[src/rtl/melody_sequencer.sv]
// Melody sequencer: walks a song's note table in an external synchronous ROM,
// one note per tempo period, with pause, stop, loop and end-of-song pulse.
module melody_sequencer #(
    parameter int NOTE_W    = 5,
    parameter int ADDR_W    = 7,
    parameter int NUM_SONGS = 4,
    parameter int SONG_W    = 2,
    parameter int DIV_W     = 25,
    parameter int TICK_DIV  = 6000000,
    parameter int REST_CODE = 25
) (
    input  logic                     clk,
    input  logic                     rst_n,
    input  logic                     start,
    input  logic                     stop,
    input  logic                     pause,
    input  logic                     loop_en,
    input  logic [SONG_W-1:0]        song_sel,
    input  logic [DIV_W-1:0]         tempo_div,
    output logic [SONG_W+ADDR_W-1:0] rom_addr,
    input  logic [NOTE_W-1:0]        rom_data,
    output logic [NOTE_W-1:0]        note,
    output logic                     note_strobe,
    output logic [ADDR_W-1:0]        step,
    output logic                     busy,
    output logic                     done
);

    typedef enum logic [2:0] {
        IDLE   = 3'd0,
        LOAD_A = 3'd1,
        LOAD_D = 3'd2,
        PLAY   = 3'd3,
        PAUSE  = 3'd4
    } state_t;

    localparam logic [NOTE_W-1:0] REST     = NOTE_W'(REST_CODE);
    localparam logic [DIV_W-1:0]  DEF_DIV  = DIV_W'(TICK_DIV);
    localparam logic [ADDR_W-1:0] LAST     = {ADDR_W{1'b1}};
    localparam logic [SONG_W:0]   SONG_LIM = (SONG_W+1)'(NUM_SONGS);

    state_t                    state, state_n;
    logic [SONG_W-1:0]         song_q, song_n;
    logic [DIV_W-1:0]          period_q, period_n;
    logic [DIV_W-1:0]          counter, counter_n;
    logic [ADDR_W-1:0]         step_n;
    logic [SONG_W+ADDR_W-1:0]  rom_addr_n;
    logic [NOTE_W-1:0]         note_int, note_int_n;
    logic [NOTE_W-1:0]         note_n;
    logic                      strobe_n, done_n, busy_n;
    logic [SONG_W-1:0]         song_ok;
    logic [DIV_W-1:0]          period_ok;

    assign song_ok   = ({1'b0, song_sel} >= SONG_LIM) ? '0 : song_sel;
    assign period_ok = (tempo_div >= DIV_W'(2)) ? tempo_div : DEF_DIV;

    always_comb begin
        state_n    = state;
        song_n     = song_q;
        period_n   = period_q;
        counter_n  = counter;
        step_n     = step;
        rom_addr_n = rom_addr;
        note_int_n = note_int;
        strobe_n   = 1'b0;
        done_n     = 1'b0;

        case (state)
            IDLE: begin
                if (start) begin
                    song_n     = song_ok;
                    period_n   = period_ok;
                    rom_addr_n = {song_ok, {ADDR_W{1'b0}}};
                    step_n     = '0;
                    state_n    = LOAD_A;
                end
            end
            LOAD_A: state_n = LOAD_D;
            LOAD_D: begin
                note_int_n = rom_data;
                strobe_n   = 1'b1;
                counter_n  = DIV_W'(1);
                rom_addr_n = {song_q, ADDR_W'(1)};
                state_n    = PLAY;
            end
            PLAY, PAUSE: begin
                // Each edge with pause low advances the step timer, including
                // the edge that leaves PAUSE, so a pause stretches a step by
                // exactly the number of cycles it was held.
                if (pause) begin
                    state_n = PAUSE;
                end else begin
                    state_n = PLAY;
                    if (counter == period_q) begin
                        if (step == LAST && !loop_en) begin
                            note_int_n = REST;
                            done_n     = 1'b1;
                            step_n     = '0;
                            counter_n  = '0;
                            state_n    = IDLE;
                        end else begin
                            step_n     = step + ADDR_W'(1);
                            note_int_n = rom_data;
                            strobe_n   = 1'b1;
                            counter_n  = DIV_W'(1);
                            rom_addr_n = {song_q, step + ADDR_W'(2)};
                        end
                    end else begin
                        counter_n = counter + DIV_W'(1);
                    end
                end
            end
            default: state_n = IDLE;
        endcase

        if (stop) begin
            state_n    = IDLE;
            note_int_n = REST;
            step_n     = '0;
            counter_n  = '0;
            strobe_n   = 1'b0;
            done_n     = 1'b0;
        end

        busy_n = (state_n != IDLE);
        note_n = (state_n == PAUSE) ? REST : note_int_n;
    end

    always_ff @(posedge clk or negedge rst_n) begin
        if (!rst_n) begin
            state       <= IDLE;
            song_q      <= '0;
            period_q    <= DEF_DIV;
            counter     <= '0;
            step        <= '0;
            rom_addr    <= '0;
            note_int    <= REST;
            note        <= REST;
            note_strobe <= 1'b0;
            done        <= 1'b0;
            busy        <= 1'b0;
        end else begin
            state       <= state_n;
            song_q      <= song_n;
            period_q    <= period_n;
            counter     <= counter_n;
            step        <= step_n;
            rom_addr    <= rom_addr_n;
            note_int    <= note_int_n;
            note        <= note_n;
            note_strobe <= strobe_n;
            done        <= done_n;
            busy        <= busy_n;
        end
    end

endmodule

[config.mk]
export PLATFORM = sky130hd
export DESIGN_NAME = melody_sequencer
export DESIGN_NICKNAME = d
export VERILOG_FILES = /design/src/rtl/melody_sequencer.sv
export SDC_FILE = /design/constraint.sdc
export NUM_CORES = 1
export LEC_CHECK = 0
export CORE_ASPECT_RATIO = 1.4
export CORE_MARGIN = 5
export CORE_UTILIZATION = 40
export CTS_CLUSTER_DIAMETER = 150
export DETAILED_ROUTE_END_ITERATION = 7
export PLACE_DENSITY = 0.7
export SLEW_MARGIN = 20
export SYNTH_ARGS = -nofsm -noshare
export SYNTH_HDL_FRONTEND = slang
export SYNTH_SLANG_ARGS = --single-unit
export TNS_END_PERCENT = 1
[constraint.sdc]
create_clock -name clk -period 6.05 [get_ports clk]
set_input_delay 0.605 -clock clk [delete_from_list [all_inputs] [get_ports clk]]
set_output_delay 0.605 -clock clk [all_outputs]
set_load 0.02 [all_outputs]
### Word-level counts from Yosys, hierarchy flattened

Cells that the tools add are included.

| word-level totals | value |
|---|---|
| input bits | 38 |
| logic and storage cells | 80 |
| output and inout bits | 24 |
| register bits after elaboration | 84 |

| operators by class | value |
|---|---|
| order comparisons | 1 |
| equality and inequality tests | 14 |
| reductions and logical operators | 12 |
| add/sub/neg operators | 3 |
| multiplexer cells | 39 |

Operators by type and width:

| kind | count |
|---|---|
| 25-bit 2-to-1 mux | 4 |
| 25-bit case mux with 2 select lines | 1 |
| 9-bit 2-to-1 mux | 4 |
| 7-bit 2-to-1 mux | 5 |
| 9-bit case mux with 3 select lines | 1 |
| 25-bit by 1-bit adder with 25-bit output, second input constant | 1 |
| 25-bit == test | 1 |
| 25-bit by 2-bit >= comparator with 1-bit output, second input constant | 1 |
| 5-bit 2-to-1 mux | 5 |
| 7-bit case mux with 2 select lines | 1 |
| 3-bit case mux with 4 select lines | 1 |
| 3-bit nonzero test | 4 |
| 1-bit 2-to-1 mux | 10 |
| 5-bit case mux with 2 select lines | 1 |
| 3-bit 2-to-1 mux | 3 |
| 3-bit != test, second input constant | 3 |
| 2-bit != test, second input constant | 4 |
| 7-bit by 1-bit adder with 7-bit output, second input constant | 1 |
| 7-bit by 2-bit adder with 7-bit output, second input constant | 1 |
| 7-bit == test, second input constant | 1 |
| 3-bit by 2-bit == test with 1-bit output, second input constant | 2 |
| 3-bit == test, second input constant | 2 |
| 5-bit AND reduction | 1 |
| 2-bit 2-to-1 mux | 2 |
| 8 further kinds | 9 |

### Longest topological paths before layout

Gate-level depths: netlist of run 1.

| logic depth | value |
|---|---|
| depth after elaboration | 9 |
| mapped depth | 9 |
| gate-level depth less buffers | 7 |

### Least setup slack after synthesis of run 1

No wires, ideal clock.

| path | value |
|---|---|
| kind | input to register |
| start | input port pause |
| end | register counter[24] |
| arrival | 2082 ps |
| required time | 5929 ps |
| stages | 7 |
| path buffers | 1 |
| slack | 3846 ps |
| library setup time | 121 ps |
| cell sequence | clkbuf_1 nor2b_1 a221oi_2 nor4b_4 or4b_1 xor2_1 nor2_1 |

| on the way | value |
|---|---|
| word-level cells in the longest chain between the ends | 2 |

Ends and longest elaborated chain:

| element | line | source |
|---|---|---|
| start, declared | 16 | `input logic pause,` |
| 3-bit != test (no source line) | - |  |
| 2-bit AND reduction (no source line) | - |  |
| end signal, assigned | 146 | `counter <= counter_n;` |
| end, declared | 45 | `logic [DIV_W-1:0] counter, counter_n;` |

Every way passes these cells.
A chain may end at the register's enable or synchronous reset.

### Worst setup path in the final report of run 1

| path | value |
|---|---|
| start | input port stop |
| end | register counter[24] |

| on the way | value |
|---|---|
| word-level cells in the longest chain between the ends | 2 |
| elaborated cells on any way between the ends | 4 |
| classes of those cells | eq/ne: 1; mux: 1; reduce/logical: 2 |

Ends and longest elaborated chain:

| element | line | source |
|---|---|---|
| start, declared | 15 | `input logic stop,` |
| 3-bit != test (no source line) / 3-bit nonzero test (equally long branches) | - |  |
| 2-bit AND reduction (no source line) | - |  |

Several ways; a longest one is shown, not always the timed one.

==> impl_metrics.yaml, run 1 <==
die:
  dieArea_um2: 13200
  rows: 45
  start_util_pct: 40.5
  core_area_um2: 10800
  die_w_um: 98.4
  num_io_pins: 62
  die_h_um: 134
synthesis:
  synth_largest_area_cell: "dfrtp_1"
  syn_inst: 417
  avgSynthCellArea_um2: 10.5
  synth-seq-cells: 84
  yosys.cell_types.count: 70
  synth_seq_area_share_pct: 48.4
  synth_most_common_cell: "dfrtp_1"
  async_flop_share_pct: 100
  ys.warnings.count: 0
  synth_flop_cell: "dfrtp_1"
  netlist_area_um2: 4380
  yosys-top-cells-area: "dfrtp_1, dfstp_2, xnor2_1"
  yosys.area.top_type_share_pct: 38.8
  syn_nets: 458
  synth_common_cells: "dfrtp_1, nor2_1, xnor2_1"
  synth_edf_count: 0
drt:
  wl_per_cell_um: 16.8
  drt_iter0_drc: 149
  drt-pass1-iter-count: 4
  num_vias: 3439
  post-route-drc-count: 0
  via_per_inst: 5.54
  antenna_left: 0
  wirelength_um: 10400
power_and_ir_drop:
  irDropWorstVdd_v: 0.000202
  power.share.combinational_pct: 28.4
  pwr_density_cell_nw_per_um2: 352
  clockPowerShare_pct: 28.0
  p_sw_w: 0.000598
  p_sw_share_pct: 31.4
  p_int_w: 0.00130
  power_leakage_nw: 2.07
  seqPwrFrac_pct: 43.6
final_layout:
  stdcell_count: 621
  nets: 516
  multi_input_area_um2: 2140
  area_growth_pct: 23.3
  drive_gt1_share_pct: 14.6
  antenna_cells: 0
  nFillCells: 1009
  regArea_um2: 2120
  utilization_pct: 50.0
clocking:
  cts_resized: 0
  cts.sinks: 84
  cts_buffers: 9
  clock_latency_ps: 350
  tritoncts: "yes"
  cts_hold_buf: 0
  cts_root_buf: "clkbuf_16"
  h-tree-depth: 3
  clk_path_buf_depth: 2
  clk_pin_slew_worst_paths_ps: 60
  post-cts-setup-buffer-count: 0
global_route:
  grt_pass1_wl_um: 17200
  grt-ovfl-total: 0
  grt_pass1_vias: 3538
  grt_use_total_pct: 16.1
  antenna_found_initial: 0
  grt_max_degree: 85
placement:
  finalWeightedCongestion: 0.839
  dpl.cell_count: 604
  place.port_buffers: 61
  dpl_worst_slack_ps: 2750
  place_hpwl_um: 7660
timing:
  worst_slew_pin_slew_ps: 874
  slew_violations: 0
  fin_crit_sh_pct: 49.0
  max_slew_margin_pct: 41.3
  min_period_ps: 2970
  fin_hold_ws_ps: 272
  setup_tns_ps: 0
  grt_setup_unrepaired: "false"
  finalWorstSetupSlack_ps: 3080
  fmax_mhz: 337
  setup-violations-final: 0
  hold_viol_final: 0
  finClkSkew_ps: 9.39
run:
  cap_violations: 0
critical_path:
  critPathBufInv: 2
  worstPathArrival_ps: 3170
  crit_type: "in2reg"
  crit_fanout: 23
  crit_path_end_kind: "flip-flop"
  crit_path_max_incr_delay_ps: 1010
  critPathRequiredTime_ps: 6250
  crit_chain: "clkdlybuf4s50_1 > a221oi_2 > buf_4 > nor4b_4 > or4b_1 > xor2_1 > nor2_1"
  critPathLaunchType: "primary input"
  slowest_stage: "clkdlybuf4s50_1"
  crit_family: "buffers and inverters"
hold_path:
  hold_class: "in2async"
outcome:
  status: "complete, no violations"
[power groups by stage]
stage	sequential [W]	clock, W	combinational, W
floorplan	0.000822	0	0.000383
global placement	0.000836	0	0.000532
detailed placement	0.000842	0	0.000542
CTS	0.000831	0.000540	0.000546
global route	0.000846	0.000566	0.000593
finish	0.000830	0.000532	0.000541
[stage by stage]
stage | area [um2] | total power [W]
2_1_floorplan | 4380 | 0.00120
3_5_place_dp | 5100 | 0.00138
6_report | 5400 | 0.00190
5_1_grt | 5400 | 0.00200
3_3_place_gp | 5100 | 0.00137
4_1_cts | 5390 | 0.00192
[registers in the layout, summed over array words and instances, names as in the netlist]
| register | flops |
|---|---|
| counter | 25 |
| period_q | 25 |
| rom_addr | 9 |
| step | 7 |
| note | 5 |
| note_int | 5 |
| state | 3 |
| song_q | 2 |
| busy | 1 |
| done | 1 |
| note_strobe | 1 |
[cell families (layout without fill, tap and decap cells)]
logic type | count (synthesis) | count (layout) | synth area share (%)
AND/OR/NAND/NOR | 154 | 154 | 19.8
multiplexers | 23 | 23 | 5.74
XOR/XNOR | 47 | 47 | 9.40
adder cells (fa/ha/maj) | 3 | 3 | 0.857
AO/OA/AOI/OAI | 78 | 78 | 12.9
buffers and inverters | 28 | 91 | 2.91
flip-flops | 84 | 84 | 48.4
[final cells by class]
cell class / count / share of cell area, %
sequential: 84 / 39.3
timing repair buffer: 64 / 11.7
clock inverter: 4 / 0.417
clock buffer: 12 / 4.94
tap: 141 / 3.27
multi-input combinational: 305 / 39.6
inverter: 11 / 0.765
[routing by layer]
| layer | vias to the layer above | part of all wire, % | GRT usage [%] | wire length, um |
|---|---|---|---|---|
| li1 | 1627 | - | - | - |
| met1 | 1700 | 40 | 18.3 | 4160 |
| met2 | 92 | 53 | 28.9 | 5570 |
| met3 | 20 | 4.5 | 3.64 | 471 |
| met4 | 0 | 2.3 | 6.53 | 237 |
| met5 | - | 0 | 0 | 0 |
[final timing paths]
kind | end | depth (start not counted) | start | slack (ps)
max reg2reg | step[3] | 6 | period_q[17] | 3480
max | counter[24] | 7 | stop | 3080
max in group asynchronous | counter[9] | 1 | rst_n | 5220
min in group clk | step[6] | 1 | step[6] | 480
min | rom_addr[3] | 1 | rst_n | 270
min reg2reg | step[6] | 1 | step[6] | 480
[worst register-to-register path, cell delays in order, from the launching register on]
cell,delay (ps)
dfstp_2,540
xnor2_1,110
nand4_1,230
nor4_4,560
nand2_1,400
or4_1,590
nand3_1,80
[layout by cell type (no fill, tap or decap), types with 3 or more instances in the layout]
master | Yosys | final
a211oi_1 | 3 | 3
a21oi_1 | 7 | 7
a22o_1 | 5 | 5
a31oi_1 | 6 | 6
and2_1 | 3 | 3
and3_1 | 4 | 4
buf_4 | 2 | 3
clkbuf_16 | 0 | 9
clkbuf_8 | 0 | 3
clkdlybuf4s50_1 | 0 | 60
clkinv_2 | 0 | 3
dfrtp_1 | 68 | 68
dfstp_2 | 16 | 16
ha_1 | 3 | 3
inv_1 | 11 | 11
mux2_2 | 17 | 17
mux2i_1 | 6 | 6
nand2_1 | 25 | 25
nand2b_1 | 3 | 3
nand3_1 | 17 | 17
nand4_1 | 14 | 14
nor2_1 | 40 | 40
nor2b_1 | 5 | 5
nor3_1 | 8 | 8
nor4_1 | 7 | 7
o21ai_0 | 16 | 16
o22a_1 | 10 | 10
o2bb2ai_1 | 6 | 6
o31ai_1 | 5 | 5
or4_1 | 3 | 3
xnor2_1 | 37 | 37
xor2_1 | 10 | 10
No activity file was read; power rests on OpenSTA's default activity.
==> run 2, diff against run 1 <==
==> constraint.sdc (replaced) <==
create_clock -name clk -period 3 [get_ports clk]
set_input_delay 0.3 -clock clk [delete_from_list [all_inputs] [get_ports clk]]
set_output_delay 0.3 -clock clk [all_outputs]
set_load 0.02 [all_outputs]
==> impl_metrics.yaml, run 2 (synthesis gave the netlist of run 1 again) <==
outcome:
  status: "complete, no violations"
final_layout:
  design_area_um2: 5470
  nets: 525
  area_growth_pct: 24.8
  drive_gt1_share_pct: 15.7
  antenna_cells: 0
  stdcell_count: 630
  reg_top3: "counter: 25 flops, period_q: 25 flops, rom_addr: 9 flops"
  mostFrequentLayoutCells: "dfrtp_1, clkdlybuf4s50_1, nor2_1, xnor2_1, nand2_1"
  layout_commonest_cell: "dfrtp_1"
clocking:
  h-tree-depth: 3
  clk_pin_slew_worst_paths_ps: 60
  cts_resized: 0
  cts_buffers: 9
  cts.sinks: 84
  clk_path_buf_depth: 2
  clock_latency_ps: 340
  cts_hold_buf: 0
  post-cts-setup-buffer-count: 0
  cts_root_buf: "clkbuf_16"
  tritoncts: "yes"
drt:
  wl_met1_um: 4160
  wl_met3_um: 590
  antenna_left: 0
  num_vias: 3534
  via_per_inst: 5.61
  drt-pass1-iter-count: 5
  wirelength_um: 10900
  drt_iter0_drc: 229
  dr_wl_met2_um: 5750
  top_layer: "met4"
  wl_per_cell_um: 17.3
  post-route-drc-count: 0
global_route:
  grt_pass1_wl_um: 18000
  grt-ovfl-total: 0
  grt_use_total_pct: 17.2
  antenna_found_initial: 0
  grt_max_degree: 85
  grt_pass1_vias: 3696
timing:
  finClkSkew_ps: 8.61
  slew_violations: 0
  fmax_mhz: 406
  fin_crit_sh_pct: 82.1
  setup_tns_ps: 0
  fin_hold_ws_ps: 6.12
  min_period_ps: 2460
  max_slew_margin_pct: 51.5
  worst_slew_pin_slew_ps: 727
  hold_viol_final: 0
  grt_setup_unrepaired: "false"
  setup-violations-final: 0
placement:
  place_hpwl_um: 8280
  place.port_buffers: 61
  place_area_um2: 5170
  finalWeightedCongestion: 0.887
  dpl.cell_count: 614
die:
  die_h_um: 134
  start_util_pct: 40.5
  rows: 45
  dieArea_um2: 13200
  num_io_pins: 62
  die_w_um: 98.4
  core_area_um2: 10800
critical_path:
  r2r_start: "counter[4]"
  crit_path_end_kind: "flip-flop"
  crit_type: "reg2reg"
  worstPathArrival_ps: 2650
  crit_fanout: 17
  critPathRequiredTime_ps: 3190
  ff2ff_path_depth: 7
  critPathLaunchType: "flip-flop"
  r2r-end: "counter[12]"
  rrSetupSlack_ps: 540
run:
  cap_violations: 0
hold_path:
  hold_class: "in2async"
power_and_ir_drop:
  power_leakage_nw: 2.11
  pwr_density_cell_nw_per_um2: 708
  irDropWorstVdd_v: 0.000329
-- run 2: power breakdown --
| group | leakage, nW | switching [W] | internal (W) |
|---|---|---|---|
| sequential | 1.07 | 0.000214 | 0.00146 |
| combinational | 0.904 | 0.000560 | 0.000570 |
| clock | 0.143 | 0.000428 | 0.000642 |
| total | 2.11 | 0.00120 | 0.00267 |
-- run 2: critical path, stage by stage (launching register included) --
cell,delay (ps)
dfrtp_1,470
xnor2_1,190
nand4_1,210
nor4_4,490
buf_4,200
a21oi_2,50
nor2_2,560
nor2_1,130
-- run 2: stage by stage --
stage / power [W] / util (%) / setup WS (ps)
after CTS: 0.00392 / 50.5 / 503
after floorplan: 0.00243 / - / 962
after detailed placement: 0.00283 / 47.9 / 337
after global placement: 0.00280 / 47.9 / 421
final: 0.00387 / 50.6 / 536
after global routing: 0.00409 / 50.6 / 348
-- run 2: how the worst max path moves through the flow --
stage	from	to	slack (ps)	cells past startpoint
final	counter[4]	counter[12]	540	7
after CTS	counter[4]	counter[12]	500	7
after floorplan	period_q[8]	counter[14]	960	7
after global placement	pause	counter[24]	420	8
after global routing	counter[7]	counter[12]	350	7
after detailed placement	pause	counter[24]	340	8
-- run 2: routing by layer --
metal,vias up,GRT usage [%]
li1,1644,-
met1,1720,19.7
met2,135,29.9
met3,35,4.37
met4,0,8.35
met5,-,0
-- run 2: cell type report --
type,count,area (um2)
clock buffer,11,233
multi-input combinational,305,2140
tap,141,176
inverter,11,41.3
fill,996,5350
sequential,84,2120
timing repair buffer,73,702
clock inverter,5,53.8
